### config.mk
export PLATFORM = sky130hd
export DESIGN_NAME = mem_arbiter
export DESIGN_NICKNAME = d
export VERILOG_FILES = /design/src/rtl/mem_pkg.sv /design/src/rtl/rr_pick2.sv /design/src/rtl/mem_arbiter.sv
export SDC_FILE = /design/constraint.sdc
export NUM_CORES = 1
export LEC_CHECK = 0
export ABC_AREA = 0
export CORE_AREA = 2 2 119 121
export CTS_BUF_LIST = sky130_fd_sc_hd__clkbuf_8
export DETAILED_ROUTE_END_ITERATION = 7
export DIE_AREA = 0 0 121 123
export PLACE_DENSITY_LB_ADDON = 0.12
export SETUP_SLACK_MARGIN = 0.15
export SLEW_MARGIN = 20
export SYNTH_ARGS = -nofsm -noshare
export SYNTH_HDL_FRONTEND = slang
export SYNTH_SLANG_ARGS = --single-unit
export TNS_END_PERCENT = 10
### constraint.sdc
create_clock -name i_clk -period 4.81 [get_ports i_clk]
set_clock_uncertainty 0.2 [all_clocks]
set_input_delay 1.443 -clock i_clk [delete_from_list [all_inputs] [get_ports i_clk]]
set_output_delay 1.443 -clock i_clk [all_outputs]
set_load 0.01 [all_outputs]
### src/rtl/mem_pkg.sv
`default_nettype none
// +--------------------------------------------------------------------+
// | mem_pkg                                                              |
// | Shared types and constants for the memory-port arbiter:             |
// | arbiter state encoding, one-hot grant codes, last-grant indices.    |
// | DATA_WIDTH remains the global macro; a fallback is provided here.   |
// | Revision: 1.0                                                        |
// +--------------------------------------------------------------------+
`ifndef DATA_WIDTH
`define DATA_WIDTH 32
`endif

package mem_pkg;

    typedef enum logic [1:0] {
        IDLE = 2'd0,
        OWN0 = 2'd1,
        OWN1 = 2'd2
    } arb_state_t;

    // One-hot owner codes driven on o_grant.
    localparam logic [1:0] c_GRANT_NONE = 2'b00;
    localparam logic [1:0] c_GRANT_M0   = 2'b01;
    localparam logic [1:0] c_GRANT_M1   = 2'b10;

    // last_grant holds the index of the master that won the previous tie.
    localparam logic c_LAST_M0 = 1'b0;
    localparam logic c_LAST_M1 = 1'b1;

endpackage

`default_nettype wire

### src/rtl/rr_pick2.sv
`default_nettype none
// +--------------------------------------------------------------------+
// | rr_pick2                                                             |
// | Combinational two-input round-robin picker.                         |
// | Ports: i_req  [1:0] request vector (bit N = master N)               |
// |        i_last       index of the master that won the previous tie   |
// |        o_pick [1:0] one-hot pick, 00 when nobody requests           |
// | Revision: 1.0                                                        |
// +--------------------------------------------------------------------+
module rr_pick2
    import mem_pkg::*;
(
    input  logic [1:0] i_req,
    input  logic       i_last,
    output logic [1:0] o_pick
);

    always_comb begin
        o_pick = c_GRANT_NONE;
        case (i_req)
            2'b01:   o_pick = c_GRANT_M0;
            2'b10:   o_pick = c_GRANT_M1;
            // On a tie the master that did not win last time gets the port.
            2'b11:   o_pick = (i_last == c_LAST_M1) ? c_GRANT_M0 : c_GRANT_M1;
            default: o_pick = c_GRANT_NONE;
        endcase
    end

endmodule

`default_nettype wire

### src/rtl/mem_arbiter.sv
`default_nettype none
// +--------------------------------------------------------------------+
// | mem_arbiter                                                          |
// | Two-master / one-slave round-robin arbiter for the memory port.     |
// | Ports: i_clk, i_rst (sync, active high)                             |
// |        i_m{0,1}_* / o_m{0,1}_* master valid/ready read-write ports  |
// |        o_addr/o_data/o_wr_valid/i_wr_ready   memory write side      |
// |        i_data/i_rd_valid/o_rd_ready          memory read side       |
// |        o_grant  one-hot owner, o_timeout  forced-release pulse      |
// | Revision: 1.0                                                        |
// +--------------------------------------------------------------------+
`ifndef DATA_WIDTH
`define DATA_WIDTH 32
`endif

module mem_arbiter
    import mem_pkg::*;
#(
    parameter int TIMEOUT_CYCLES = 1024,
    parameter int DW             = `DATA_WIDTH
) (
    input  logic          i_clk,
    input  logic          i_rst,
    input  logic [31:0]   i_m0_addr,
    input  logic [31:0]   i_m1_addr,
    input  logic [DW-1:0] i_m0_data,
    input  logic [DW-1:0] i_m1_data,
    input  logic          i_m0_wr_valid,
    input  logic          i_m1_wr_valid,
    output logic          o_m0_wr_ready,
    output logic          o_m1_wr_ready,
    output logic [DW-1:0] o_m0_data,
    output logic [DW-1:0] o_m1_data,
    output logic          o_m0_rd_valid,
    output logic          o_m1_rd_valid,
    input  logic          i_m0_rd_ready,
    input  logic          i_m1_rd_ready,
    output logic [31:0]   o_addr,
    output logic [DW-1:0] o_data,
    output logic          o_wr_valid,
    input  logic          i_wr_ready,
    input  logic [DW-1:0] i_data,
    input  logic          i_rd_valid,
    output logic          o_rd_ready,
    output logic [1:0]    o_grant,
    output logic          o_timeout
);

    // Counter must be able to reach TIMEOUT_CYCLES-1; one bit minimum.
    localparam int c_CNT_W = (TIMEOUT_CYCLES < 1) ? 1 : $clog2(TIMEOUT_CYCLES + 1);
    localparam logic [c_CNT_W-1:0] c_CNT_LAST =
        c_CNT_W'((TIMEOUT_CYCLES > 0) ? TIMEOUT_CYCLES - 1 : 0);

    arb_state_t         state_q;
    logic               last_q;
    logic [c_CNT_W-1:0] cnt_q;
    logic [1:0]         grant_q;

    logic [1:0] w_req;
    logic [1:0] w_pick;
    logic       w_owner_req;
    logic       w_done;
    logic       w_timeout;

    assign w_req = {i_m1_wr_valid | i_m1_rd_ready, i_m0_wr_valid | i_m0_rd_ready};

    rr_pick2 u_pick (
        .i_req  (w_req),
        .i_last (last_q),
        .o_pick (w_pick)
    );

    // Owner passthrough; everything reads as zero for the non-owner and in IDLE.
    always_comb begin
        o_addr        = '0;
        o_data        = '0;
        o_wr_valid    = 1'b0;
        o_rd_ready    = 1'b0;
        o_m0_wr_ready = 1'b0;
        o_m0_rd_valid = 1'b0;
        o_m0_data     = '0;
        o_m1_wr_ready = 1'b0;
        o_m1_rd_valid = 1'b0;
        o_m1_data     = '0;
        w_owner_req   = 1'b0;
        case (state_q)
            OWN0: begin
                o_addr        = i_m0_addr;
                o_data        = i_m0_data;
                o_wr_valid    = i_m0_wr_valid;
                // A write wins when the owner asserts both directions.
                o_rd_ready    = i_m0_rd_ready & ~i_m0_wr_valid;
                o_m0_wr_ready = i_wr_ready;
                o_m0_rd_valid = i_rd_valid;
                o_m0_data     = i_data;
                w_owner_req   = w_req[0];
            end
            OWN1: begin
                o_addr        = i_m1_addr;
                o_data        = i_m1_data;
                o_wr_valid    = i_m1_wr_valid;
                o_rd_ready    = i_m1_rd_ready & ~i_m1_wr_valid;
                o_m1_wr_ready = i_wr_ready;
                o_m1_rd_valid = i_rd_valid;
                o_m1_data     = i_data;
                w_owner_req   = w_req[1];
            end
            default: ;
        endcase
    end

    assign w_done = (o_wr_valid & i_wr_ready) | (i_rd_valid & o_rd_ready);

    // Forced release fires in the last allowed owned cycle. A completion in
    // that cycle wins, and an owner that has dropped its request is an abort.
    assign w_timeout = (TIMEOUT_CYCLES != 0) && (state_q != IDLE) && w_owner_req
                       && !w_done && (cnt_q == c_CNT_LAST);
    assign o_timeout = w_timeout;
    assign o_grant   = grant_q;

    always_ff @(posedge i_clk) begin
        if (i_rst) begin
            state_q <= IDLE;
            last_q  <= c_LAST_M1;
            cnt_q   <= '0;
            grant_q <= c_GRANT_NONE;
        end else begin
            case (state_q)
                IDLE: begin
                    cnt_q <= '0;
                    if (w_pick == c_GRANT_M0) begin
                        state_q <= OWN0;
                        grant_q <= c_GRANT_M0;
                    end else if (w_pick == c_GRANT_M1) begin
                        state_q <= OWN1;
                        grant_q <= c_GRANT_M1;
                    end
                    // Only contested grants move the round-robin pointer.
                    if (&w_req) begin
                        last_q <= w_pick[1];
                    end
                end
                OWN0, OWN1: begin
                    if (w_done || !w_owner_req || w_timeout) begin
                        state_q <= IDLE;
                        grant_q <= c_GRANT_NONE;
                    end else begin
                        cnt_q <= cnt_q + c_CNT_W'(1);
                    end
                end
                default: begin
                    state_q <= IDLE;
                    grant_q <= c_GRANT_NONE;
                end
            endcase
        end
    end

endmodule

`default_nettype wire

; ---- After elaboration in Yosys (flattened, before gate mapping)
; Cells that the tools add are included.
[totals]
output_inout_bits = 137
register_bits = 14
inputBits = 168
elab_cells = 57
[op_classes]
addsub = 1
eq_ne = 11
muxes = 19
reduce_logical = 14
bitwise_logic = 9
[ops]
columns = op, count
row1 = case mux 32 bit (2 select lines), 2
row2 = 2-to-1 mux 32 bit, 2
row3 = case mux 11 bit (2 select lines), 1
row4 = adder 11 x 1 -> 11 bit (second input constant), 1
row5 = == test 11 x 10 -> 1 bit (second input constant), 1
row6 = 2-to-1 mux 11 bit, 1
row7 = == test 2 bit (second input constant), 4
row8 = 2-to-1 mux 2 bit, 4
row9 = == test 2 x 1 -> 1 bit (second input constant), 3
row10 = case mux 1 bit (2 select lines), 3
row11 = case mux 2 bit (3 select lines), 1
row12 = bitwise AND 1 bit, 4
row13 = 2-to-1 mux 1 bit, 4
row14 = != test 2 bit (second input constant), 2
row15 = case mux 2 bit (2 select lines), 1
row16 = AND reduction 2 bit, 2
row17 = nonzero test 2 bit, 2
row18 = logical AND 1 bit, 3
row19 = != test 3 bit (second input constant), 1
row20 = OR 1 bit, 3
row21 = AND reduction 3 bit, 1
row22 = logical NOT 1 bit, 2
row23 = logical NOT 2 bit, 1
row24 = logical OR 1 bit, 2
row25 = other kinds (2), 3

; ---- Depth between registers and ports, before layout
; Gate-level depths: netlist of the first run.
[depth]
ltp_word = 11
depth_mapped = 10
depth_no_buf = 7

; ---- By module
; From an unflattened synthesis of the first run, not the netlist that was laid out.
[unflattened]
hier_cells = 335
hier_area_um2 = 2344.7
[modules_own_cells]
columns = mod, n_inst, area_each_um2, seq_area_each_um2, cells_per_inst
row1 = mem_arbiter, 1, 2326.0, 280.3, 332
row2 = rr_pick2, 1, 18.8, 0.0, 3

; ---- Worst setup path before layout of the first run
; OpenSTA, ideal clock, no wires.
[synth_timing]
path_type = input -> output
start = input port i_m1_wr_valid
end = output port o_timeout
arrival_ps = 2500
required_time_ps = 3167
stages = 4
n_path_buf = 0
path_slack_ps = 667
path_cell_list = a22o_1 -> a221oi_2 -> nand2_1 -> nor4_1
[synth_via]
elab_chain_len = 8
word_cells_on_any_way = 13
classes_between = 3 x mux / 6 x bitwise / 4 x reduce/logical
[synth_lines]
columns = item, line_no
row1 = from (decl), mem_arbiter.sv:29  ; input logic i_m1_wr_valid,
row2 = NOT 1 bit, mem_arbiter.sv:102  ; o_rd_ready = i_m1_rd_ready & ~i_m1_wr_valid;
row3 = bitwise AND 1 bit, mem_arbiter.sv:102
row4 = case mux 1 bit (2 select lines), mem_arbiter.sv:86  ; case (state_q)
row5 = bitwise AND 1 bit, mem_arbiter.sv:112  ; assign w_done = (o_wr_valid & i_wr_ready) | (i_rd_valid & o_rd_ready);
row6 = OR 1 bit, mem_arbiter.sv:112
row7 = logical NOT 1 bit, mem_arbiter.sv:117  ; && !w_done && (cnt_q == c_CNT_LAST);
row8 = logical AND 1 bit * (2 in a row), mem_arbiter.sv:117
row9 = to (decl), mem_arbiter.sv:46  ; output logic o_timeout
; Every way passes the cells marked *; elsewhere a longest branch is shown, timed or not.

; ---- Worst setup path in the final report of the first run
[layout_timing]
start = input port i_m0_wr_valid
end = output port o_timeout
[layout_via]
elab_chain_len = 8
word_cells_on_any_way = 13
classes_between = 3 x mux / 6 x bitwise / 4 x reduce/logical
[layout_lines]
columns = item, line_no
row1 = from (decl), mem_arbiter.sv:28  ; input logic i_m0_wr_valid,
row2 = NOT 1 bit, mem_arbiter.sv:92  ; o_rd_ready = i_m0_rd_ready & ~i_m0_wr_valid;
row3 = bitwise AND 1 bit, mem_arbiter.sv:92
row4 = case mux 1 bit (2 select lines), mem_arbiter.sv:86
row5 = bitwise AND 1 bit, mem_arbiter.sv:112
row6 = OR 1 bit, mem_arbiter.sv:112
row7 = logical NOT 1 bit, mem_arbiter.sv:117
row8 = logical AND 1 bit * (2 in a row), mem_arbiter.sv:117
; Marked as above.

==> results of run 1 <==
cell usage after synthesis, drive strengths merged (2+ instances only):
library cell,number
o32ai,2
and2,69
dfxtp,14
nand3b,2
nor3b,2
or4,2
a21oi,8
a22oi,64
nand3,7
ha,5
clkbuf,23
inv,6
buf,10
xor2,2
o31ai,2
and3,2
nand2b,2
or3,6
nand2,7
o21ai,11
or2,3
nor2b,3
nor2,69
cell usage in the layout, fill, tap and decap left out, drive strengths merged:
master	synthesis	routed
clkdlybuf4s50	0	301
nor2	69	69
and2	69	69
a22oi	64	64
dfxtp	14	14
buf	10	13
o21ai	11	11
a21oi	8	8
nand2	7	7
nand3	7	7
or3	6	6
inv	6	6
ha	5	5
nor2b	3	3
or2	3	3
clkbuf	23	3
nand3b	2	2
and3	2	2
nor3b	2	2
xor2	2	2
o31ai	2	2
or4	2	2
o32ai	2	2
nand2b	2	2
dlygate4sd2	0	2
a22o	1	1
a2bb2oi	1	1
a221oi	1	1
nor4	1	1
o22a	1	1
nor4bb	1	1
a21boi	1	1
o221ai	1	1
mux2i	1	1
o211ai	1	1
stage by stage:
step / setup WS (ns) / hold slack [ns]
6_report: 0.279 / 0.282
5_1_grt: 0.209 / 0.321
4_1_cts: 0.110 / 0.281
3_5_place_dp: -0.347 / 0.273
3_3_place_gp: -0.269 / 0.265
2_1_floorplan: 0.667 / 0.254
worst min-delay path by stage:
stage	slack, ns	start	cells after the start	endpoint
finish	0.28	cnt_q[8]$_SDFFE_PP0P_	2	cnt_q[8]$_SDFFE_PP0P_
detailed placement	0.27	cnt_q[8]$_SDFFE_PP0P_	2	cnt_q[8]$_SDFFE_PP0P_
CTS	0.28	cnt_q[8]$_SDFFE_PP0P_	2	cnt_q[8]$_SDFFE_PP0P_
global route	0.32	cnt_q[8]$_SDFFE_PP0P_	2	cnt_q[8]$_SDFFE_PP0P_
global placement	0.27	cnt_q[8]$_SDFFE_PP0P_	2	cnt_q[8]$_SDFFE_PP0P_
floorplan	0.25	cnt_q[8]$_SDFFE_PP0P_	2	cnt_q[8]$_SDFFE_PP0P_
critical path: stages:
cell and delay, ns:
clkdlybuf4s50_1 0.43, a22o_1 0.25, a221oi_2 0.30, nand2_1 0.12
nor4_2 0.17, buf_2 0.18
timing repair:
action,CTS,global route
pin swaps,1,1
hold buffers,0,0
setup endpoints to repair,2,1
buffers inserted,0,0
resized for setup,7,1
sequential cells by signal, indices dropped and copies added, names as in the netlist:
| signal | cells |
|---|---|
| cnt_q | 11 |
| o_grant | 2 |
| last_q | 1 |
metal layers:
layer	vias up	track usage	wire [um]
met5	-	0	0
met2	124	0.302	7150
li1	1739	-	-
met3	18	0.0300	846
met4	0	0.0392	256
met1	1579	0.192	5590
power groups by stage:
stage | clock network, mW | registers (mW) | logic [mW]
global route | 0.104 | 0.142 | 1.86
CTS | 0.0982 | 0.141 | 1.75
global placement | 0 | 0.143 | 1.73
floorplan | 0 | 0.145 | 0.884
detailed placement | 0 | 0.143 | 1.74
finish | 0.0953 | 0.141 | 1.72
logic make-up after synthesis:
group                      share of synthesized area
and+or+nand+nor                                0.432
DFF                                            0.132
buffers and inverters                         0.0751
xor gates and xnor gates                     0.00828
muxes                                        0.00473
AOI/OAI and AO/OA                              0.318
adders and majority gates                     0.0296
cell type report:
class | instances | area, um2 | area share
multi-input combinational | 278 | 1690 | 0.314
clock buffer | 3 | 41.3 | 0.00767
inverter | 6 | 22.5 | 0.00418
timing repair buffer | 316 | 3130 | 0.581
sequential | 14 | 280 | 0.0521
tap | 180 | 225 | 0.0418
==> results.md, run 1 <==
- CTS H-Tree Depth: 1
- Dpl hpwl: 11.1 mm
- Switching Fraction: 0.484
- Critical path arrival: 2.89 ns
- Row count: 43
- Register bit total from synthesis: 14
- Fmax: 0.221 GHz
- # fillers: 1390
- CTS root buffer: clkbuf_8
- Final ANT Viol Nets: 0
- Worst setup endpoint: o_timeout
- Setup_tns: 0 ns
- YS warnings: 0
- Design area: 5380 um2
- Gr usage total: 0.162
- Port Buffers: 304
- Worst reg-to-reg path cell count: 9
- Worst reg2reg setup slack: 2.22 ns
- Antenna diodes: 0
- Io pins: 305
- Status: finished clean
- Maximum VDD drop: 0.515 mV
- Main area contributors after synthesis: a22oi_1 (23%), and2_1 (20%), dfxtp_1 (13%)
- Max cap viols: 0
- Chip height: 123 um
- Yosys cell types: 37
- Initial antenna violation count: 0
- CP Launch Type: primary input
- Power Total: 1.96 mW
- First-pass GRT wire length: 18.9 mm
- Post-layout util: 0.396
- Syn_nets: 504
- Routed vias: 3460
- CTS tree: yes
- Full die area: 14900 um2
- Grt total ovfl: 0
- Net switching power of the design: 0.947 mW
- Pre-antenna DRT Iters: 5
- Crit path required time: 3.17 ns
- Sequential-to-total area share from yosys stat: 0.132
- CTS sink cnt: 14
- Average wire per standard cell: 17.4 um
- LEAKAGE: 1.82 nW
- Nets@finish: 792
- Post-Route WL: 13.8 mm
- Vias in the first global route: 3166
- CTS Buf Count: 3
- Worst skew pair latency: 0.24 ns
- Worst-path clk slew: 0.06 ns
- Clk buf depth: 2
- Prevailing post-synth register cell: dfxtp_1
- Initial DRC Count: 154
- Clk pwr share: 0.049
- Fin. Hold Viols: 0
- Slew Viols, Final: 0
- Critical R2R Capture: cnt_q[9]$_SDFFE_PP0P_
- Setup violators final: 0
- Critical Path Source: i_m0_wr_valid
- Inst Count DP: 794
- Fin crit share: 0.942
- Synthesized area: 2120 um2
- P_int: 1.01 mW
- DRC: 0
- Critical path class: in2out
- Layout cells sized above 1: 0.0405
- Core region area: 13600 um2
- Crit end category: primary output
- Vias/cell: 4.34
- Crit-path max FO: 2
- Chip width: 121 um
- Combinational share of power: 0.880
- Flop pwr share: 0.072
- Number of synthesized flops with an enable pin: 0
- Largest net degree at the start of global routing: 66
- Area growth from synthesis to layout: 154%
- Fin crit period: 4.53 ns
- Starting Density: 0.156
- Worst Tran Pin Value: 0.719 ns
- RSZ-0062 raised after global routing: no
- Placed cell areas: 5340 um2
- Non-filler cells, final: 797
- Yosys top cell area share: 0.227
- Gpl congestion: 0.819
- Worst hold path type: reg2reg
- FFs w/ async S/R, synth: 0
- Power per Cell Area: 364 nW/um2
- Synth Instances: 331
- Reg-to-reg startpoint: o_grant[0]$_SDFFE_PP0P_
- Mean area per synthesized cell: 6.40 um2
- Slew Limit Headroom: 0.520
- Synth area leader: a22oi_1
Note: power is estimated with default switching activity, not from simulation.
==> run 2: changes to the inputs <==
- PLACE_DENSITY: not set -> 0.64
- PLACE_DENSITY_LB_ADDON: 0.12 -> not set
==> run 2 against run 1 <==
Compared with the run above: cell count shrank 0.25%; critical path type unchanged; clock power up 26%; global-route usage decreased by 1.7 points; power is 0.29% lower; maximum frequency decreased by 1.5%; sequential power is essentially flat; core utilization hardly changed; register-to-register slack worse by 0.32 ns; critical endpoint unchanged; hold slack improved by 0.011 ns; sequential cell count stayed put; first-iteration DRC count shrank 24%; largest cell class unchanged.
==> results.md, run 2 (same netlist as run 1, synthesis figures left out) <==
- Crit path required time: 3.17 ns
- CTS H-Tree Depth: 1
- DRC: 0
- Layout cells sized above 1: 0.0374
- CP bufs+invs: 2
- Dpl hpwl: 9.99 mm
- Worst Tran Pin Value: 0.917 ns
- Routed vias: 3548
- CP max stage delay: 0.42 ns
- Antenna diodes: 0
- Worst setup margin: 0.211 ns
- Nets@finish: 789
- RSZ-0062 raised after global routing: yes
- Worst skew pair latency: 0.25 ns
- Port Buffers: 304
- Row count: 43
- Clk buf depth: 2
- Average wire per standard cell: 15.6 um
- Maximum VDD drop: 0.558 mV
- Number of flip-flops in the largest register: 11
- Power per Cell Area: 363 nW/um2
- Setup_tns: 0 ns
- Initial antenna violation count: 0
- M1 GR Usage: 0.179
- Cell family with most CP delay: buffers and inverters
- Post-layout util: 0.396
- # hold bufs at CTS: 0
- Critical path class: in2out
- CTS tree: yes
- Most crowded layer after global routing: met2
- Post-Route WL: 12.4 mm
- Commonest non-fill, non-tap cell in the layout: clkdlybuf4s50_1
- Starting Density: 0.156
- Hold Slack: 0.292 ns
- Fin. Hold Viols: 0
- CP Launch Type: primary input
- Fin crit share: 0.956
- Chip height: 123 um
- GR Util met2: 0.261
- Worst reg2reg setup slack: 1.90 ns
- Core region area: 13600 um2
- Io pins: 305
- Worst path slowest cell: clkdlybuf4s50_1
- CTS root buffer: clkbuf_8
- Critical path arrival: 2.96 ns
- Worst-path clk slew: 0.06 ns
- Largest net degree at the start of global routing: 99
- Crit-path cells: clkdlybuf4s50_1 > a22o_1 > a221oi_2 > nand2_1 > nor4_1 > buf_2
- Slew Viols, Final: 0
- Max cap viols: 0
- LEAKAGE: 1.83 nW
- Crit-path max FO: 2
- Final ANT Viol Nets: 0
- Chip width: 121 um
- Most frequent cells in the layout: clkdlybuf4s50_1 (302), nor2_1 (69), and2_1 (68), a22oi_1 (64), dfxtp_1 (14)
- Gpl congestion: 0.775
- Vias/cell: 4.46
- Met3 Use GR: 0.0443
- Worst hold path type: reg2reg
- Pre-CTS WS: -0.242 ns
- First-pass GRT wire length: 17.4 mm
- Setup violators final: 0
- Area growth from synthesis to layout: 154%
- Initial DRC Count: 117
- Fmax: 0.217 GHz
- # fillers: 1380
- CTS sink cnt: 14
- Vias in the first global route: 3183
- Full die area: 14900 um2
- Grt total ovfl: 0
- Gr usage total: 0.145
- Fin crit period: 4.60 ns
- Slew Limit Headroom: 0.389
- Reg with most FFs: cnt_q
- Status: finished clean
- CTS Buf Count: 3
- Crit end category: primary output
- Pre-antenna DRT Iters: 4
## run 2: worst reg2reg max path, delay by kind of cell, from the launching register on
kind,cells,cell delay (ns)
AND/OR/NAND/NOR,2,1.08
AO/OA/AOI/OAI,3,0.68
flip-flops,1,0.41
adder cells (fa/ha/maj),1,0.22
buffers and inverters,2,0.26
## run 2: layer usage
layer	up-vias	wire (um)
li1	1734	-
met1	1631	5070
met2	175	6120
met3	8	1150
met4	0	94
met5	-	0
## run 2: stage by stage
stage               power [mW]  instances  area [um2]
finish                    1.95        795        5390
global route              2.11        795        5390
CTS                       1.97        794        5370
detailed placement        1.84        790        5320
global placement          1.82        790        5320
floorplan                 1.03        331        2120
## run 2: timing repair
action	4_1_cts	5_1_grt
setup endpoints to repair	2	2
pin swaps	0	1
setup buffers	0	1
resized for setup	5	2
## run 2: final timing paths
path                            from               endpoint  cells past startpoint
min reg2reg    cnt_q[8]$_SDFFE_PP0P_  cnt_q[8]$_SDFFE_PP0P_                      2
max                    i_m1_wr_valid              o_timeout                      6
min            cnt_q[8]$_SDFFE_PP0P_  cnt_q[8]$_SDFFE_PP0P_                      2
max reg2reg  o_grant[0]$_SDFFE_PP0P_  cnt_q[9]$_SDFFE_PP0P_                      8
## run 2: where the power goes
part           total [mW]  internal, mW  switching [mW]  leakage, nW
clock network       0.120        0.0726          0.0470       0.0288
logic                1.69         0.832           0.860         1.69
registers           0.143         0.129          0.0132        0.113
## run 2: final cells by class
cell class,count,area (um2),area share
sequential,14,280,0.0520
clock buffer,4,55.1,0.0102
tap,180,225,0.0418
timing repair buffer,313,3110,0.577
multi-input combinational,278,1700,0.315
inverter,6,22.5,0.00418
==> run 3: changes to the inputs <==
- ABC_AREA: 0 -> not set
==> results of run 3 <==
Final layout, timing and power as in run 2 (identical DEF).
